$ cat src/rtl/count_ascii_tx.sv
// Latches a counter value, converts it to BCD by double-dabble and pushes it
// to the TX FIFO as four ASCII digits, optionally followed by CR LF.
module count_ascii_tx #(
  parameter int COUNT_W = 14,
  parameter int MAX_VAL = 9999,
  parameter bit EOL_EN  = 1'b1
) (
  input  logic               clk,
  input  logic               rst,
  input  logic [COUNT_W-1:0] i_count,
  input  logic               i_send,
  input  logic               i_fifo_full,
  output logic               o_push,
  output logic [7:0]         o_data,
  output logic               o_busy,
  output logic               o_done
);

  localparam int                 CNT_W    = $clog2(COUNT_W + 1);
  localparam logic [COUNT_W-1:0] MAX_C    = COUNT_W'(MAX_VAL);
  localparam logic [2:0]         LAST_IDX = EOL_EN ? 3'd5 : 3'd3;

  typedef enum logic [1:0] {IDLE, CONV, SEND, DONE} state_e;

  state_e               state_q, state_d;
  logic [COUNT_W-1:0]   bin_q, bin_d;
  logic [15:0]          bcd_q, bcd_d;
  logic [CNT_W-1:0]     cnt_q, cnt_d;
  logic [2:0]           idx_q, idx_d;
  logic [15:0]          bcd_adj;
  logic [16+COUNT_W-1:0] shifted;

  always_ff @(posedge clk) begin
    if (rst) begin
      state_q <= IDLE;
      bin_q   <= '0;
      bcd_q   <= '0;
      cnt_q   <= '0;
      idx_q   <= '0;
    end else begin
      state_q <= state_d;
      bin_q   <= bin_d;
      bcd_q   <= bcd_d;
      cnt_q   <= cnt_d;
      idx_q   <= idx_d;
    end
  end

  // Double-dabble step: correct every nibble >= 5, then shift one bit in.
  always_comb begin
    bcd_adj = bcd_q;
    for (int i = 0; i < 4; i++) begin
      if (bcd_q[4*i +: 4] >= 4'd5) bcd_adj[4*i +: 4] = bcd_q[4*i +: 4] + 4'd3;
    end
    shifted = {bcd_adj, bin_q} << 1;
  end

  assign o_push = (state_q == SEND) && !i_fifo_full;
  assign o_busy = (state_q != IDLE);
  assign o_done = (state_q == DONE);

  always_comb begin
    o_data = 8'h00;
    if (state_q == SEND) begin
      case (idx_q)
        3'd0:    o_data = {4'h3, bcd_q[15:12]};
        3'd1:    o_data = {4'h3, bcd_q[11:8]};
        3'd2:    o_data = {4'h3, bcd_q[7:4]};
        3'd3:    o_data = {4'h3, bcd_q[3:0]};
        3'd4:    o_data = 8'h0D;
        3'd5:    o_data = 8'h0A;
        default: o_data = 8'h00;
      endcase
    end
  end

  always_comb begin
    state_d = state_q;
    bin_d   = bin_q;
    bcd_d   = bcd_q;
    cnt_d   = cnt_q;
    idx_d   = idx_q;
    case (state_q)
      IDLE: begin
        if (i_send) begin
          bin_d   = (i_count > MAX_C) ? MAX_C : i_count;
          bcd_d   = '0;
          cnt_d   = '0;
          state_d = CONV;
        end
      end
      CONV: begin
        bcd_d = shifted[16+COUNT_W-1:COUNT_W];
        bin_d = shifted[COUNT_W-1:0];
        if (cnt_q == CNT_W'(COUNT_W - 1)) begin
          idx_d   = '0;
          state_d = SEND;
        end else begin
          cnt_d = cnt_q + 1'b1;
        end
      end
      SEND: begin
        // Index only moves on a cycle the FIFO actually takes the byte.
        if (o_push) begin
          if (idx_q == LAST_IDX) state_d = DONE;
          else                   idx_d   = idx_q + 3'd1;
        end
      end
      DONE:    state_d = IDLE;
      default: state_d = IDLE;
    endcase
  end

endmodule

$ cat config.mk
export PLATFORM = sky130hd
export DESIGN_NAME = count_ascii_tx
export DESIGN_NICKNAME = d
export VERILOG_FILES = /design/src/rtl/count_ascii_tx.sv
export SDC_FILE = /design/constraint.sdc
export NUM_CORES = 1
export LEC_CHECK = 0
export ABC_CLOCK_PERIOD_IN_PS = 1800
export CAP_MARGIN = 20
export CORE_ASPECT_RATIO = 1.2
export CORE_UTILIZATION = 55
export DETAILED_ROUTE_END_ITERATION = 8
export PLACE_DENSITY = 0.76
export RECOVER_POWER = 25
export SLEW_MARGIN = 40
export SYNTH_ARGS = -nofsm -noshare
export SYNTH_HDL_FRONTEND = slang
export SYNTH_SLANG_ARGS = --single-unit
$ cat constraint.sdc
create_clock -name clk -period 1.8 [get_ports clk]
set_input_delay 0.27 -clock clk [delete_from_list [all_inputs] [get_ports clk]]
set_output_delay 0.27 -clock clk [all_outputs]
set_load 0.005 [all_outputs]
# [Word-level counts from Yosys, hierarchy flattened]
# Cells that the tools add are included.
# Widths: inputs -> output; s select.
[totals] register_bits=39 input_bits=18 out_inout_bits=11
[op_classes] addsub=6 order_cmp=5 eq_ne=15 mux=23 reduce_logical=11
[ops] operator="$pmux 6 s6" count=1
[ops] operator="$pmux 16 s2" count=1
[ops] operator="$mux 14" count=2
[ops] operator="$pmux 14 s2" count=1
[ops] operator="$mux 4" count=5
[ops] operator="$ge 4x3->1 const B" count=4
[ops] operator="$mux 16" count=1
[ops] operator="$gt 14x14->1 const B" count=1
[ops] operator="$add 4x2->4 const B" count=3
[ops] operator="$mux 3" count=4
[ops] operator="$ne 2x2->1 const B" count=5
[ops] operator="$mux 2" count=4
[ops] operator="$pmux 2 s4" count=1
[ops] operator="$pmux 4 s2" count=1
[ops] operator="$reduce_and 4->1" count=2
[ops] operator="$eq 3x2->1 const B" count=2
[ops] operator="$eq 3x3->1 const B" count=2
[ops] operator="$mux 6" count=1
[ops] operator="$pmux 3 s2" count=1
[ops] operator="$reduce_bool 2->1" count=3
[ops] operator="$add 4x1->4 const B" count=1
[ops] operator="$eq 2x2->1 const B" count=2
[ops] operator="$eq 4x4->1 const B" count=1
[ops] operator="$add 3x1->3 const B" count=1
[ops] operator="10 further kinds" count=10

# [Depth between registers and ports, before layout]
[depth] word_depth=4 depth_mapped=7

# [Least setup slack after synthesis]
# OpenSTA, ideal clock, no wires.
[synth_path] path_type="reg2out" from="register idx_q[2]" to="output port o_data[0]" t_arrival_ps=1425 required_time_ps=1530 slack_ps=105 path_stages_with_launch=6 cell_sequence="dfxtp_1 > buf_2 > inv_1 > ha_1 > o41ai_1 > a31oi_1"
[synth_via] elab_chain_len=3 word_cells_on_any_way=8 cone_classes="eq/ne (5); mux (2); reduce/logical (1)"
[synth_rtl] item="from (decl)" line_no="29" text="logic [2:0] idx_q, idx_d;"
[synth_rtl] item="from (signal assigned)" line_no="45" text="idx_q <= idx_d;"
[synth_rtl] item="$eq 3x3->1, or another cell as far along" line_no="65" text="case (idx_q)"
[synth_rtl] item="$pmux 6 s6 (*)" line_no="65"
[synth_rtl] item="$mux 6 (*)" line_no="64" text="if (state_q == SEND) begin"
[synth_rtl] item="to (decl)" line_no="14" text="output logic [7:0] o_data,"
# Mark *: on every way between the ends. The rest lies on a longest branch, timed or not.

# [Final worst setup path]
[layout_path] from="register idx_q[1]" to="output port o_data[3]"
# The elaborated chain is that of the path after synthesis.

==> flow_summary.toml <==
[run_status]
status = "complete, but fails checks"
violations = "negative setup slack"

[yosys]
yosysUniqueCellTypes = 51
yosysWarnings = 0
synth_area_leaders = "dfxtp_1 33%, ha_1 11%, nand2_1 5.6%"
synth_flop_cell = "dfxtp_1"
async_flop_share_pct = 0
synth_common_cells = "39 x dfxtp_1, 35 x nand2_1, 23 x o21ai_0"
yosysTopAreaCell = "dfxtp_1"
ys_seq_elements = 39
synth_area_per_cell_um2 = 8.36
syn_area_um2 = 2350
yosysSeqAreaShare_pct = 33.2
synthMostInstantiatedCell = "dfxtp_1"
synth_top_area_share_pct = 33.2
synth_edf_count = 0
synth_cells = 281

[global_route]
grt_max_degree = 31
busiest_layer = "met2"
met3_usage_pct = 4.75
use_met2_pct = 47.9
grt_pass1_vias = 2131
track_usage_pct = 27.2
antenna_found_initial = 0
grt_pass1_wl_mm = 9.17
grt_use_met1_pct = 30.2
grt_overflow = 0

[route]
ant_nets = 0
num_vias = 2173
drtIter0Drc = 99
drt_wl_total_mm = 5.65
viasPerCell = 5.64
firstDrtPassIters = 4
drc = 0
wl_per_cell_um = 14.7

[floorplan]
rows = 25
core-area_um2 = 4000
die_area_um2 = 4540
initial_core_util_pct = 58.7
io_pins = 29
die-width_um = 61.7
die_y_um = 73.6

[worst_setup_path]
rr_startpoint = "state_q[0]$_SDFFE_PP0P_"
critPathMaxStageDelay_ps = 340
path_class = "flip-flop to output pin"
worstPathArrival_ps = 1750
cp.required_ps = 1530
path_cells = "buf_6 > ha_4 > nor2b_4 > o41ai_2 > buf_4 > buf_6 > a31oi_1 > buf_2"
start_kind = "flip-flop"
crit_path_frequent_cell = "buf_6"
cp_max_fo = 3
critPathLaunch = "idx_q[1]$_SDFFE_PP0P_"
crit_buf_inv = 4
worst_path_max_delay_cell = "dfxtp_2"
endpoint_kind = "output pin"
crit_family = "buffers and inverters"

[sta]
worst_slack_ps = -224
hold_ws_ps = 443
finalCritPeriodShare_pct = 112
fin_crit_ps = 2020
rsz0062_at_grt = "true"
skew_ps = 7.92
fmax_mhz = 494
finalHoldViolations = 0
setup_violations = 7
slew_violations = 0

[place]
dpl.hpwl_mm = 3.89
place_inst = 373
io_buffers = 26
place_congestion = 0.773
place_area_um2 = 2810
place_ws_ps = -230

[pwr]
power_density_nw_per_um2 = 1150
p_leak_uw = 0.00114
ir_drop_mv = 0.917

[final_layout]
design_area_um2 = 3020
syn2layout_area_growth_pct = 28.6
fin_cells = 385
final_util_pct = 75.5
finalNetCount = 368
fillers = 343
drive_gt1_share_pct = 22.1
antennaDiodeCount = 0

[clock_tree]
clk_path_buf_depth = 2
cts_tree = "done"
cts_buffers = 5
clk_pin_slew_ps = 80
clock-root-buffer = "clkbuf_8"
cts_sinks = 39
cts_htree_levels = 2
insertion_delay_ps = 300

[min_path]
min_from = "bin_q[0]$_SDFFE_PP0P_"
hold_path.class = "flip-flop to flip-flop"

[job]
maxCapViolations = 0
power by group:
group | leakage [µW] | switching [µW] | internal (µW)
combinational | 0.000752 | 787 | 699
sequential | 0.000319 | 100 | 1030
clock | 0.0000654 | 315 | 554
total | 0.00114 | 1200 | 2280
path summary, 6_finish.rpt:
kind | to | slack (ps) | cells after the start
setup / recovery | o_data[3] | -220 | 8
hold / removal | bin_q[0]$_SDFFE_PP0P_ | 440 | 2
setup reg to reg | bin_q[9]$_SDFFE_PP0P_ | -10 | 6
hold reg to reg | bin_q[0]$_SDFFE_PP0P_ | 440 | 2
sequential cells by signal, summed over array words and instances (netlist names):
name     cells
bcd_q       16
bin_q       14
cnt_q        4
idx_q        3
state_q      2
per-stage QoR:
step / TNS [ps] / power (µW)
floorplan: 0 / 2050
global placement: -931 / 2470
detailed placement: -1220 / 2500
CTS: -793 / 3430
global route: -3710 / 3690
finish: -869 / 3480
logic make-up after synthesis:
kind of cell    synth area share, %
simple gates                   20.0
compound gates                 21.9
flops                          33.2
buf+inv                        6.44
fa+ha+maj                      10.6
xor+xnor                       3.35
mux                            4.26
other cells                   0.160
layer usage:
metal / part of all wire [%] / routed length [µm] / vias up
li1: - / - / 1093
met1: 43 / 2430 / 1019
met2: 51 / 2900 / 47
met3: 2.8 / 157 / 14
met4: 2.9 / 166 / 0
met5: 0 / 0 / -
tightest hold or removal path, cell delays in order, from the launching register on:
cell and delay (ps):
dfxtp_1 310, nand2_1 50, nand2_1 40
cells in the final DEF (no fill, tap or decap), types with 5 or more instances in the layout:
| master | synthesis | layout |
|---|---|---|
| nand2b_1 | 9 | 9 |
| nor3_1 | 12 | 11 |
| a21oi_1 | 12 | 12 |
| clkdlybuf4s50_1 | 0 | 19 |
| buf_4 | 5 | 25 |
| clkbuf_8 | 0 | 5 |
| buf_2 | 4 | 6 |
| nand2_1 | 35 | 35 |
| a211oi_1 | 5 | 5 |
| inv_1 | 15 | 12 |
| xor2_1 | 5 | 5 |
| o21ai_0 | 23 | 23 |
| nor2_1 | 16 | 16 |
| ha_1 | 20 | 14 |
| dfxtp_1 | 39 | 36 |
cell type report:
type | instances | area [µm²] | share of cell area [%]
flip-flops and latches | 39 | 785 | 26.0
repair buffers | 57 | 485 | 16.1
well taps | 54 | 67.6 | 2.24
clock buffers | 6 | 72.6 | 2.40
inverters | 16 | 60.1 | 1.99
clock inverters | 2 | 60.1 | 1.99
multi-input cells | 211 | 1490 | 49.4
repair_timing:
action                     in CTS  in global routing
setup endpoints to repair       8                 24
pin swaps                       3                  1
gates resized for setup        43                  5
hold buffers                    0                  0
buffers inserted                4                  1
Power figures use the tool's default switching activity.
